### config.mk
export PLATFORM = sky130hd
export DESIGN_NAME = k423_if_ibuf
export DESIGN_NICKNAME = d
export VERILOG_FILES = /design/src/rtl/k423_pkg.sv /design/src/rtl/k423_sync_fifo.sv /design/src/rtl/k423_if_ibuf.sv
export SDC_FILE = /design/constraint.sdc
export NUM_CORES = 1
export LEC_CHECK = 0
export ABC_AREA = 1
export CAP_MARGIN = 25
export CORE_UTILIZATION = 53
export DETAILED_ROUTE_END_ITERATION = 10
export PLACE_DENSITY = 0.83
export SLEW_MARGIN = 20
export SYNTH_ARGS = -nofsm -noshare
export SYNTH_HDL_FRONTEND = slang
export SYNTH_SLANG_ARGS = --single-unit
### constraint.sdc
create_clock -name clk_i -period 3.9 [get_ports clk_i]
set_input_delay 0.585 -clock clk_i [delete_from_list [all_inputs] [get_ports clk_i]]
set_output_delay 0.585 -clock clk_i [all_outputs]
set_load 0.05 [all_outputs]
### src/rtl/k423_pkg.sv
// k423_pkg: shared core widths and the fetch-to-decode entry type.
package k423_pkg;
   localparam int CORE_ADDR_W = 32;
   localparam int CORE_DATA_W = 32;
   typedef struct packed {
      logic [CORE_ADDR_W-1:0] pc;
      logic [CORE_DATA_W-1:0] inst;
   } ibuf_entry_t;
endpackage

### src/rtl/k423_sync_fifo.sv
// k423_sync_fifo: generic in-order FIFO with flush, full/empty and occupancy count.
module k423_sync_fifo #(
   parameter int DEPTH = 2,
   parameter int WIDTH = 8,
   localparam int PTR_W = $clog2(DEPTH),
   localparam int CNT_W = $clog2(DEPTH + 1)
) (
   input  logic             clk,
   input  logic             rst_n,
   input  logic             flush,
   input  logic             push,
   input  logic             pop,
   input  logic [WIDTH-1:0] wdata,
   output logic [WIDTH-1:0] rdata,
   output logic             full,
   output logic             empty,
   output logic [CNT_W-1:0] count
);
   logic [WIDTH-1:0] mem [DEPTH];
   logic [PTR_W-1:0] wr_ptr, rd_ptr;
   always_ff @(posedge clk or negedge rst_n) begin
      if (!rst_n) begin
         for (int i = 0; i < DEPTH; i++) mem[i] <= '0;
         wr_ptr <= '0;
         rd_ptr <= '0;
         count  <= '0;
      end else if (flush) begin
         wr_ptr <= '0;
         rd_ptr <= '0;
         count  <= '0;
      end else begin
         if (push) mem[wr_ptr] <= wdata;
         if (push) wr_ptr <= wr_ptr + 1'b1;
         if (pop) rd_ptr <= rd_ptr + 1'b1;
         count <= count + CNT_W'(push) - CNT_W'(pop);
      end
   end
   assign rdata = mem[rd_ptr];
   assign full  = (count == CNT_W'(DEPTH));
   assign empty = (count == '0);
   always_ff @(posedge clk) begin
      if (rst_n) begin
         assert (count <= CNT_W'(DEPTH));
         assert (!(push && full && !flush));
         assert (!(pop && empty && !flush));
      end
   end
endmodule

### src/rtl/k423_if_ibuf.sv
// k423_if_ibuf: fetch-to-decode instruction buffer; qualifies push/pop and
// lets a pipeline clear discard everything, including same-cycle traffic.
module k423_if_ibuf
   import k423_pkg::*;
#(
   parameter int DEPTH = 2,
   localparam int PTR_W = $clog2(DEPTH),
   localparam int CNT_W = $clog2(DEPTH + 1)
) (
   input  logic                   clk_i,
   input  logic                   rst_n_i,
   input  logic                   pcu_clear_if_i,
   input  logic                   pc_stage_vld_i,
   input  logic                   if_mem_rsp_vld_i,
   input  logic [CORE_ADDR_W-1:0] pc_i,
   input  logic [CORE_DATA_W-1:0] inst_i,
   output logic                   if_stage_rdy_o,
   input  logic                   id_stage_rdy_i,
   output logic                   if_stage_vld_o,
   output logic [CORE_ADDR_W-1:0] if_pc_o,
   output logic [CORE_DATA_W-1:0] if_inst_o,
   output logic [CNT_W-1:0]       ibuf_cnt_o
);
   ibuf_entry_t wr_entry, rd_entry;
   logic        push, pop, full, empty;
   assign wr_entry = '{pc: pc_i, inst: inst_i};
   assign push = pc_stage_vld_i & if_mem_rsp_vld_i & if_stage_rdy_o & ~pcu_clear_if_i;
   assign pop  = if_stage_vld_o & id_stage_rdy_i & ~pcu_clear_if_i;
   // ready comes from registered occupancy only, so a full buffer cannot refill on the pop cycle
   assign if_stage_rdy_o = ~full;
   assign if_stage_vld_o = ~empty;
   assign if_pc_o   = rd_entry.pc;
   assign if_inst_o = rd_entry.inst;
   k423_sync_fifo #(.DEPTH(DEPTH), .WIDTH($bits(ibuf_entry_t))) u_fifo (
      .clk   (clk_i),
      .rst_n (rst_n_i),
      .flush (pcu_clear_if_i),
      .push  (push),
      .pop   (pop),
      .wdata (wr_entry),
      .rdata (rd_entry),
      .full  (full),
      .empty (empty),
      .count (ibuf_cnt_o)
   );
endmodule

# Word level (Yosys, flattened, before mapping)
# Index checks and enable logic that the tools add are counted.
[word_totals]
regBits = 132
output_inout_bits = 68
[classes]
n_addsub = 4
magnitude_cmp = 3
eq_ne = 1
mux = 11
bitwise = 10
n_reduce_logical = 5
[op_table]
columns = ["operator", "n"]
rows = [
  ["$mux 64", 4],
  ["$bwmux 128", 1],
  ["$demux 64 s1", 1],
  ["$and 1x1->1", 5],
  ["$ge 2x2->1 const B", 2],
  ["$mux 1", 4],
  ["$not 1->2", 2],
  ["$reduce_bool 2->1", 2],
  ["$not 1->1", 3],
  ["$add 1x1->1 const B", 2],
  ["$add 2x1->2", 1],
  ["$eq 2x2->1 const B", 1],
  ["$logic_not 2->1", 1],
  ["$lt 2x1->1 const B", 1],
  ["$mux 2", 1],
  ["$reduce_and 2->1", 1],
  ["$sub 2x1->2", 1],
  ["$logic_and 1x1->1", 1],
]

# Depth between registers and ports, before layout
# Gate-level depths: netlist of the first run.
[depth]
word_depth = 7
depth_mapped = 10

# By module
# From an unflattened synthesis of the first run, not the netlist that was laid out.
[unflattened]
cells_unflattened = 583
hier_area_um2 = 6135.9
[by_module_without_submodules]
columns = ["mod", "instances", "cells_each", "area_per_inst_um2"]
rows = [
  ["k423_sync_fifo", 1, 575, 6100.9],
  ["k423_if_ibuf", 1, 8, 35.0],
]

# Worst setup path before layout of the first run
# No wires, ideal clock.
[synth_path]
path_type = "reg-to-reg"
start = "register u_fifo.count[0]"
end = "register u_fifo.count[1]"
setup_time_ns = 0.119
arrival_time_ns = 1.950
t_required_ns = 3.781
path_slack_ns = 1.831
stages_incl_launch_ff = 11
period_less_slack_ns = 2.069
cell_sequence = "dfrtp_1 > inv_1 > nand2_1 > nand2_1 > nor2_1 > ha_1 > inv_1 > ha_1 > nand3_1 > nand2_1 > nor2_1"
[synth_between]
word_cells_on_any_way = 11
cone_classes = "add/sub: 2; eq/ne: 1; mux: 1; bitwise: 6; reduce/logical: 1"
[synth_rtl]
columns = ["element", "line_no", "text"]
rows = [
  ["start: declaration", "k423_sync_fifo.sv:17", "output logic [CNT_W-1:0] count"],
  ["start signal: assignment", "k423_sync_fifo.sv:35", "count <= count + CNT_W'(push) - CNT_W'(pop);"],
  ["$logic_not 2->1", "k423_sync_fifo.sv:40", "assign empty = (count == '0);"],
  ["$not 1->1", "k423_if_ibuf.sv:31", "assign if_stage_vld_o = ~empty;"],
  ["net if_stage_vld_o", "k423_if_ibuf.sv:19", "output logic if_stage_vld_o,"],
  ["$and 1x1->1 (2 in a row)", "k423_if_ibuf.sv:28", "assign pop = if_stage_vld_o & id_stage_rdy_i & ~pcu_clear_if_i;"],
  ["$sub 2x1->2", "k423_sync_fifo.sv:35", ""],
  ["$mux 2", "k423_sync_fifo.sv:27", "end else if (flush) begin"],
]
# The timed path passes the listed nets, and every way through them passes these cells.
# A chain may end at the register's enable or synchronous reset.

# Worst setup path after layout of the first run
[layout_path]
start = "register u_fifo.rd_ptr"
end = "output if_pc_o[27]"
[layout_between]
elab_chain_cells = 4
[layout_rtl]
columns = ["element", "line_no", "text"]
rows = [
  ["start: declaration", "k423_sync_fifo.sv:20", "logic [PTR_W-1:0] wr_ptr, rd_ptr;"],
  ["start signal: assignment", "k423_sync_fifo.sv:34", "if (pop) rd_ptr <= rd_ptr + 1'b1;"],
  ["$not 1->2 (not written as such)", "k423_sync_fifo.sv:38", "assign rdata = mem[rd_ptr];"],
  ["$mux 64 (not written as such) (3 in a row)", "k423_sync_fifo.sv:38", ""],
  ["end: declaration", "k423_if_ibuf.sv:20", "output logic [CORE_ADDR_W-1:0] if_pc_o,"],
]
# Every way passes these cells. The select of a mux whose other input is x is not followed.

==> out/metrics.cfg, run 1 <==
[status]
status = finished, final reports clean

[worst_setup_path]
cp-start-kind = register
slowest_delay_ps = 810
crit_top_cell = nand2_1
path_class = reg2out
crit_path_max_fanout = 35
critical_path_buf_inv_count = 3
crit_slowest_cell = clkdlybuf4s50_1
arrival_ps = 2630
path_cells = inv_2, buf_4, nand2_1, nand2_1, clkdlybuf4s50_1
cp_top_family = buffers and inverters
crit_required_ps = 3310
endpoint_kind = output pin

[clocking]
cts_tree = done
postCtsSetupBuffers = 0
numCtsBuffers = 17
clk_path_buf_depth = 2
htree_levels = 4
clock_latency_ps = 410
cts.sinks = 132
cts-root-buf = clkbuf_16
postCtsHoldBufs = 0
cts_resized = 0
clkTransAtPathRegs_ps = 60

[global_routing]
grt_max_degree = 133
grt_use_met3_pct = 6.03
met2_usage_pct = 47.0
grt_util_met1_pct = 36.2
grt_pass1_wl_mm = 25.3
antenna_found_initial = 0
grt-busiest-layer = met2
grt_overflow_total = 0
grt_pass1_vias = 5318
grt_util_all_layers_pct = 28.1

[sta]
slew_headroom_pct = 35.0
finalSetupTns_ps = 0
final-max-slew-violation-count = 0
finalClockSkew_ps = 6.15
setup_viol = 0
min_period_over_period_pct = 82.5
max_clock_freq_mhz = 311
tightest_slew_ps = 975
period_needed_ps = 3220
rsz0062_at_grt = false
hold_violations = 0

[logic_synthesis]
ys_seq_area_share_pct = 54.9
ys_seq_elements = 132
synth_top_area_share_pct = 54.9
netlist_instances = 789
avgSynthCellArea_um2 = 7.63
syn_nets = 861
yosysTopAreaCell = dfrtp_1
yosys_warnings = 0
synth-main-ff-cell = dfrtp_1
synth_edf_count = 0
synth_cell_types = 18
synthTopCellsByArea = dfrtp_1 55%, nand2_1 24%, nand3_1 5.5%
yosysMostFrequentCell = nand2_1
async_flop_share_pct = 100
synth_commonest_cells = 391 x nand2_1, 132 x dfrtp_1, 71 x inv_1, 66 x nand3_1, 66 x o21ai_0
synth_area_um2 = 6020

[floorplan]
chipWidth_um = 109
chipHeight_um = 109
die-area_um2 = 11800
rows = 38
start_util_pct = 55.0
core_area_um2 = 10900
io_pins = 138

[drt]
ant_nets = 0
drc = 0
vias_per_cell = 5.16
first_iter_violations = 385
vias = 5459
drt_pass1_iterations = 5
post_drt_wl_per_cell_um = 14.5
drt_wl_total_mm = 15.3

[job]
max_cap_violations = 0

[min_path]
hp-class = in2async

[layout]
num-nets-final = 978
drive_above_1_share_pct = 5.34
area_growth_pct = 34.2
n_antenna_cell = 0

[placement]
routabilityCongestion = 0.761
dp_hpwl_mm = 9.40
io_buffers = 137

[power_and_ir_drop]
power.density_nw_per_um2 = 669
p_leak_nw = 4.25
ir_worst_vdd_mv = 0.340
power_mw = 5.40

-- per-stage QoR --
stage / util [%] / hold WS, ps / instances / worst slack [ps] / instance area [um2]
global route: 73.8 / 367 / 1058 / 569 / 8070
detailed placement: 68.1 / 459 / 1027 / 1100 / 7450
CTS: 73.8 / 333 / 1058 / 659 / 8070
global placement: 68.1 / 453 / 1027 / 1150 / 7450
finish: 73.8 / 271 / 1058 / 684 / 8070
floorplan: - / 289 / 789 / 1830 / 6020
-- worst paths after layout --
path | from | to | slack, ps | depth (start not counted)
max in group asynchronous | rst_n_i | u_fifo.rd_ptr | 2890 | 1
hold / removal | rst_n_i | u_fifo.mem[121] | 270 | 1
hold reg to reg | u_fifo.mem[113] | u_fifo.mem[113] | 470 | 2
min in group clk_i | u_fifo.mem[113] | u_fifo.mem[113] | 470 | 2
setup reg to reg | u_fifo.count[1] | u_fifo.mem[87] | 1870 | 5
setup / recovery | u_fifo.rd_ptr | if_pc_o[27] | 680 | 5
-- power by group --
| group | switching (mW) | internal [mW] | total, mW |
|---|---|---|---|
| clock | 0.585 | 1.08 | 1.67 |
| sequential | 0.201 | 1.72 | 1.92 |
| combinational | 1.20 | 0.606 | 1.81 |
-- layout by cell type (no fill, tap or decap) --
cell,synthesis,final
a21oi_1,2,2
buf_12,0,2
buf_4,4,7
buf_8,0,1
bufinv_16,0,4
clkbuf_16,0,17
clkbuf_8,0,1
clkdlybuf4s50_1,0,136
clkinv_2,0,3
clkinv_4,0,3
clkinvlp_4,0,3
dfrtp_1,132,131
dfrtp_2,0,1
ha_1,2,2
inv_1,71,70
inv_2,1,2
nand2_1,391,390
nand2_2,1,2
nand3_1,66,65
nand3_4,0,1
nand4_1,1,1
nor2_1,6,6
nor2_4,0,1
o21ai_0,66,66
or2_2,1,1
-- final cells by class --
type,count,area (um2)
flip-flops and latches,132,3300
fillers,803,2860
multi-input cells,537,2230
repair buffers,146,1470
clock buffers,18,439
inverters,72,270
clock inverters,13,184
well taps,140,175
-- cell families (layout without fill, tap and decap cells) --
group           Yosys count  in the layout  share of synthesized area [%]
compound gates           68             68                           5.66
fa+ha+maj                 2              2                          0.416
simple gates            467            467                           30.7
flops                   132            132                           54.9
buf+inv                 120            249                           8.36
-- routing by layer --
layer / wire (um) / vias up / share of wire [%]
li1: - / 2656 / -
met1: 6450 / 2584 / 42
met2: 7750 / 197 / 51
met3: 858 / 22 / 5.6
met4: 251 / 0 / 1.6
met5: 0 / - / 0
-- state kept, by name, indices dropped and copies added (netlist names) --
name	count
u_fifo.wr_ptr	1
u_fifo.rd_ptr	1
u_fifo.mem	128
u_fifo.count	2
(Power assumes the default switching activity.)
==> run 2: changes to the inputs <==
--- a/config.mk
+++ b/config.mk
@@ -7,9 +7,9 @@
 export LEC_CHECK = 0
 export ABC_AREA = 1
 export CAP_MARGIN = 25
-export CORE_UTILIZATION = 53
+export CORE_UTILIZATION = 45
 export DETAILED_ROUTE_END_ITERATION = 10
-export PLACE_DENSITY = 0.83
+export PLACE_DENSITY = 0.75
 export SLEW_MARGIN = 20
 export SYNTH_ARGS = -nofsm -noshare
 export SYNTH_HDL_FRONTEND = slang
==> constraint.sdc (replaced) <==
create_clock -name clk_i -period 2.7 [get_ports clk_i]
set_input_delay 0.405 -clock clk_i [delete_from_list [all_inputs] [get_ports clk_i]]
set_output_delay 0.405 -clock clk_i [all_outputs]
set_load 0.05 [all_outputs]
==> out/metrics.cfg, run 2 (synthesis results as in run 1) <==
[status]
status = finished, final reports clean  ; unchanged

[power_and_ir_drop]
power.density_nw_per_um2 = 948  ; was 669 nW/um2
switching_power_mw = 2.89  ; was 1.99 mW
p_int_mw = 5.28  ; was 3.41 mW
ir_worst_vdd_mv = 0.820  ; was 0.340 mV
p_seq_share_pct = 33.8  ; was 35.6%
clkPwrFrac_pct = 27.7  ; was 30.9%
pwr-share-comb_pct = 38.4  ; was 33.5%
p_sw_share_pct = 35.4  ; was 36.8%
p_leak_nw = 4.57  ; was 4.25 nW

[placement]
dp_cells = 1063  ; was 1,027
routabilityCongestion = 0.735  ; was 0.761
io_buffers = 137  ; unchanged
dp_hpwl_mm = 9.24  ; was 9.40 mm
place_ws_ps = 606  ; was 1100 ps
dpl_cell_area_um2 = 8020  ; was 7450 um2

[drt]
ant_nets = 0  ; unchanged
drc = 0  ; unchanged
first_iter_violations = 402  ; was 385
drt_wl_total_mm = 14.9  ; was 15.3 mm
post_drt_wl_per_cell_um = 13.6  ; was 14.5 um
vias = 5286  ; was 5,459
vias_per_cell = 4.82  ; was 5.16
drt_pass1_iterations = 5  ; unchanged

[worst_setup_path]
reg2reg_slack_ps = 1130  ; was 1870 ps
crit_path_max_fanout = 65  ; was 35
r2r_cells = 6  ; was 5
endpoint_kind = output pin  ; unchanged
reg2reg_to = u_fifo.mem[29]  ; was u_fifo.mem[87]
cp-start-kind = register  ; unchanged
crit_required_ps = 2300  ; was 3310 ps
rr_startpoint = u_fifo.wr_ptr  ; was u_fifo.count[1]
arrival_ps = 1850  ; was 2630 ps
path_class = reg2out  ; unchanged

[sta]
period_needed_ps = 2250
tightest_slew_ps = 751  ; was 975 ps
rsz0062_at_grt = false  ; unchanged
hold_violations = 0  ; unchanged
min_period_over_period_pct = 83.5
setup_viol = 0  ; unchanged
final-max-slew-violation-count = 0  ; unchanged
layout_setup_ws_ps = 446  ; was 684 ps
finalSetupTns_ps = 0  ; unchanged
finalClockSkew_ps = 6.96  ; was 6.15 ps
max_clock_freq_mhz = 444
slew_headroom_pct = 49.9  ; was 35.0%

[global_routing]
grt_overflow_total = 0  ; unchanged
grt_pass1_wl_mm = 25.2  ; was 25.3 mm
antenna_found_initial = 0  ; unchanged
grt_max_degree = 68  ; was 133
grt_util_all_layers_pct = 22.9  ; was 28.1%
grt_pass1_vias = 5149  ; was 5,318

[layout]
largest_reg_flops = 128  ; unchanged
fin_area_um2 = 8610  ; was 8070 um2
n_antenna_cell = 0  ; unchanged
final_cell_mix = 390 x nand2_1, 131 x dfrtp_1, 72 x clkdlybuf4s50_1  ; was 390 x nand2_1, 136 x clkdlybuf4s50_1, 131 x dfrtp_1
final_common_cell = nand2_1  ; unchanged
top_regs = u_fifo.mem x128, u_fifo.count x2  ; unchanged
area_growth_pct = 43.2  ; was 34.2%
num-nets-final = 983  ; was 978
drive_above_1_share_pct = 12.0  ; was 5.34%
largest_register = u_fifo.mem  ; unchanged
fin_cells = 1096  ; was 1,058

[clocking]
cts_tree = done  ; unchanged
htree_levels = 4  ; unchanged
cts-root-buf = clkbuf_16  ; unchanged
clock_latency_ps = 410  ; about the same
numCtsBuffers = 17  ; unchanged
cts.sinks = 132  ; unchanged
clkTransAtPathRegs_ps = 50  ; was 60 ps
clk_path_buf_depth = 2  ; unchanged
cts_resized = 0  ; unchanged

[min_path]
hp-class = reg2reg  ; was in2async
hold_path_end = u_fifo.mem[78]
hold_depth = 2
min_from = u_fifo.mem[78]

[floorplan]
chipHeight_um = 118  ; was 109 um
start_util_pct = 46.9  ; was 55.0%
rows = 41  ; was 38
die-area_um2 = 13800  ; was 11,800 um2
io_pins = 138  ; unchanged
core_area_um2 = 12800  ; was 10,900 um2
chipWidth_um = 118  ; was 109 um

[job]
max_cap_violations = 0  ; unchanged

[run 2: changes by cell type in the layout (fill, tap and decap cells not counted), sizes merged]
cell / before / now
buf: 10 / 78
clkbuf: 18 / 29
clkinvlp: 3 / 0
clkdlybuf4s50: 136 / 72
dlygate4sd3: 0 / 1
bufinv: 4 / 2
clkinv: 6 / 1
[run 2: how the worst max path moves through the flow]
stage | start | endpoint | cells after the start
final | u_fifo.rd_ptr | if_inst_o[1] | 4
after CTS | u_fifo.count[1] | if_stage_rdy_o | 2
after detailed placement | pcu_clear_if_i | u_fifo.mem[38] | 5
after floorplan | u_fifo.count[0] | u_fifo.count[1] | 10
after global routing | u_fifo.rd_ptr | if_pc_o[28] | 4
after global placement | pcu_clear_if_i | u_fifo.mem[33] | 6
[run 2: per-layer routing]
metal / track usage, % / up-vias / share of wire, %
met2: 38.0 / 161 / 49
met5: 0 / - / 0
met3: 5.91 / 17 / 5.8
li1: - / 2651 / -
met4: 7.13 / 0 / 1.2
met1: 29.3 / 2457 / 44
[run 2: worst max-delay path, cell delays in order, from the launching register on]
cell and delay [ps]:
dfrtp_2 360, buf_4 590, nand2_1 110, nand2_1 180, buf_12 160
[run 2: through the flow]
stage	hold slack, ps	util (%)	total power, mW
floorplan	109	-	4.48
global placement	343	62.5	5.87
detailed placement	344	62.5	5.93
CTS	471	67.2	8.23
global route	484	67.2	8.57
finish	467	67.2	8.17
[run 2: what timing repair did]
| action | 4_1_cts | 5_1_grt |
|---|---|---|
| buffers inserted | 0 | 0 |
| hold buffers | 1 | 0 |
| endpoints found under the hold margin | 41 | 0 |
[run 2: final cells by class]
cell class                 count  area [um2]
fill                        1055        4210
sequential                   132        3300
multi-input combinational    537        2230
timing repair buffer         151        2010
clock buffer                  29         520
inverter                      72         270
tap                          172         215
clock inverter                 3        65.1
[run 2: power groups by stage]
stage	sequential [mW]	combinational (mW)	clock, mW
floorplan	2.73	1.76	0
global placement	2.76	3.11	0
detailed placement	2.78	3.16	0
CTS	2.76	3.17	2.30
global route	2.83	3.34	2.40
finish	2.76	3.14	2.27
==> run 3: changes to the inputs <==
--- a/config.mk
+++ b/config.mk
@@ -7,9 +7,9 @@
 export LEC_CHECK = 0
 export ABC_AREA = 1
 export CAP_MARGIN = 25
-export CORE_UTILIZATION = 45
+export CORE_UTILIZATION = 50
 export DETAILED_ROUTE_END_ITERATION = 10
-export PLACE_DENSITY = 0.75
+export PLACE_DENSITY = 0.79
 export SLEW_MARGIN = 20
 export SYNTH_ARGS = -nofsm -noshare
 export SYNTH_HDL_FRONTEND = slang
==> constraint.sdc (replaced) <==
create_clock -name clk_i -period 2.12 [get_ports clk_i]
set_input_delay 0.318 -clock clk_i [delete_from_list [all_inputs] [get_ports clk_i]]
set_output_delay 0.318 -clock clk_i [all_outputs]
set_load 0.05 [all_outputs]
==> out/metrics.cfg, run 3 (synthesis results as in run 1) <==
[drt]
ant_nets = 0  ; unchanged
first_iter_violations = 469  ; was 402
vias = 5398  ; was 5,286
drt_wl_total_mm = 14.9  ; about the same
drt_pass1_iterations = 8  ; was 5
vias_per_cell = 5.05  ; was 4.82
post_drt_wl_per_cell_um = 13.9  ; was 13.6 um
drc = 6  ; was 0

[sta]
max_clock_freq_mhz = 497
finalSetupTns_ps = 0  ; unchanged
period_needed_ps = 2010
tightest_slew_ps = 543  ; was 751 ps
setup_viol = 0  ; unchanged
hold_violations = 0  ; unchanged
final-max-slew-violation-count = 0  ; unchanged
slew_headroom_pct = 63.7  ; was 49.9%
finalClockSkew_ps = 6.30  ; was 6.96 ps
rsz0062_at_grt = false  ; unchanged
min_period_over_period_pct = 94.8

[layout]
multiInputGateArea_um2 = 2230  ; unchanged
seqCellArea_um2 = 3300  ; unchanged
fin_cells = 1068  ; was 1,096
n_antenna_cell = 0  ; unchanged
num-nets-final = 986  ; was 983
fillCellCount = 818  ; was 1,055
final_common_cell = nand2_1  ; unchanged
area_growth_pct = 45.6  ; was 43.2%
largest_reg_flops = 128  ; unchanged
final_cell_mix = 390 x nand2_1, 131 x dfrtp_1, 70 x inv_1, 70 x clkdlybuf4s50_1, 70 x buf_12  ; was 390 x nand2_1, 131 x dfrtp_1, 72 x clkdlybuf4s50_1
largest_register = u_fifo.mem  ; unchanged
drive_above_1_share_pct = 12.5  ; was 12.0%
top_regs = u_fifo.mem x128, u_fifo.count x2  ; unchanged

[global_routing]
antenna_found_initial = 0  ; unchanged
grt_overflow_total = 0  ; unchanged
grt_max_degree = 91  ; was 68
grt_pass1_wl_mm = 24.6  ; was 25.2 mm
grt_util_all_layers_pct = 25.2  ; was 22.9%
grt_pass1_vias = 5093  ; was 5,149

[worst_setup_path]
cp-start-kind = register  ; unchanged
path_cells = inv_2, buf_4, nand2_1, nand2_1, buf_12  ; was buf_4, nand2_1, nand2_1, buf_12
crit_required_ps = 1800  ; was 2300 ps
crit_path_max_fanout = 35  ; was 65
slowest_delay_ps = 420  ; was 590 ps
r2r_cells = 9  ; was 6
path_class = reg2out  ; unchanged
rr_startpoint = u_fifo.count[0]  ; was u_fifo.wr_ptr
endpoint_kind = output pin  ; unchanged
reg2reg_slack_ps = 620  ; was 1130 ps
reg2reg_to = u_fifo.count[1]  ; was u_fifo.mem[29]
crit_slowest_cell = dfrtp_2  ; was buf_4
cp-endpoint = if_inst_o[8]  ; was if_inst_o[1]
setup.worst_path.start = u_fifo.rd_ptr  ; unchanged
arrival_ps = 1690  ; was 1850 ps
crit_top_cell = nand2_1  ; unchanged

[job]
max_cap_violations = 0  ; unchanged

[floorplan]
chipWidth_um = 112  ; was 118 um
rows = 39  ; was 41
chipHeight_um = 112  ; was 118 um
core_area_um2 = 11600  ; was 12,800 um2
die-area_um2 = 12500  ; was 13,800 um2
start_util_pct = 52.0  ; was 46.9%
io_pins = 138  ; unchanged

[clocking]
cts_tree = done  ; unchanged
htree_levels = 4  ; unchanged
cts-root-buf = clkbuf_16  ; unchanged
postCtsSetupBuffers = 0  ; unchanged
clock_latency_ps = 410  ; about the same
clk_path_buf_depth = 2  ; unchanged
clkTransAtPathRegs_ps = 50  ; about the same
numCtsBuffers = 17  ; unchanged
cts.sinks = 132  ; unchanged

[placement]
dp_hpwl_mm = 9.31  ; was 9.24 mm
routabilityCongestion = 0.762  ; was 0.735
io_buffers = 137  ; unchanged
dp_cells = 1037  ; was 1,063

[power_and_ir_drop]
ir_worst_vdd_mv = 0.669  ; was 0.820 mV
p_leak_nw = 4.64  ; was 4.57 nW
power.density_nw_per_um2 = 1210  ; was 948 nW/um2
power_mw = 10.6  ; was 8.17 mW

[status]
status = finished with violations  ; was finished, final reports clean
violations = DRC

[min_path]
hp-class = in2async  ; was reg2reg

[run 3: changes by cell type in the layout (fill, tap and decap cells not counted)]
cell / change
buf_12: +15
buf_4: -10
clkbuf_1: -2
clkbuf_8: -2
clkdlybuf4s50_1: -2
clkinv_2: +2
[run 3: worst min path at each step]
| stage | start | endpoint | cells past startpoint |
|---|---|---|---|
| after detailed placement | rst_n_i | u_fifo.mem[121] | 1 |
| after global placement | rst_n_i | u_fifo.mem[57] | 1 |
| after floorplan | rst_n_i | u_fifo.count[0] | 0 |
| after CTS | rst_n_i | u_fifo.mem[121] | 2 |
| after global routing | rst_n_i | u_fifo.mem[57] | 2 |
| final | rst_n_i | u_fifo.mem[121] | 2 |
[run 3: repair_timing]
action	CTS	global route
gates resized for setup	0	0
endpoints found under the hold margin	48	0
hold buffers	1	0
[run 3: where the power goes]
group          switching, mW  total (mW)  internal (mW)
clock network          0.996        2.80           1.80
logic                   2.39        4.23           1.84
registers              0.354        3.52           3.17
total                   3.74        10.6           6.82
[run 3: through the flow]
step	instance area [um2]	setup WS [ps]	utilization (%)	hold WS [ps]
global placement	8190	306	70.8	295
finish	8760	110	75.7	417
CTS	8760	86.3	75.7	425
detailed placement	8190	298	70.8	297
global route	8760	46.5	75.7	454
floorplan	6020	51.0	-	22.4
[run 3: routing by layer]
| metal | global-route usage [%] | wire, um | vias up |
|---|---|---|---|
| met5 | 0 | 0 | - |
| met4 | 8.47 | 206 | 0 |
| met3 | 5.72 | 918 | 22 |
| met2 | 42.3 | 7410 | 186 |
| met1 | 32.3 | 6330 | 2526 |
| li1 | - | - | 2664 |
[run 3: final cells by class]
| type | instances | area share, % |
|---|---|---|
| clock buffer | 25 | 5.54 |
| clock inverter | 5 | 0.857 |
| inverter | 72 | 3.09 |
| multi-input combinational | 537 | 25.5 |
| sequential | 132 | 37.7 |
| tap | 143 | 2.04 |
| timing repair buffer | 154 | 25.3 |
[run 3: worst max-delay path: cells and delay by family, from the launching register on]
family | cells | cell delay (ps)
and+or+nand+nor | 2 | 280
DFF | 1 | 420
buffers and inverters | 3 | 560
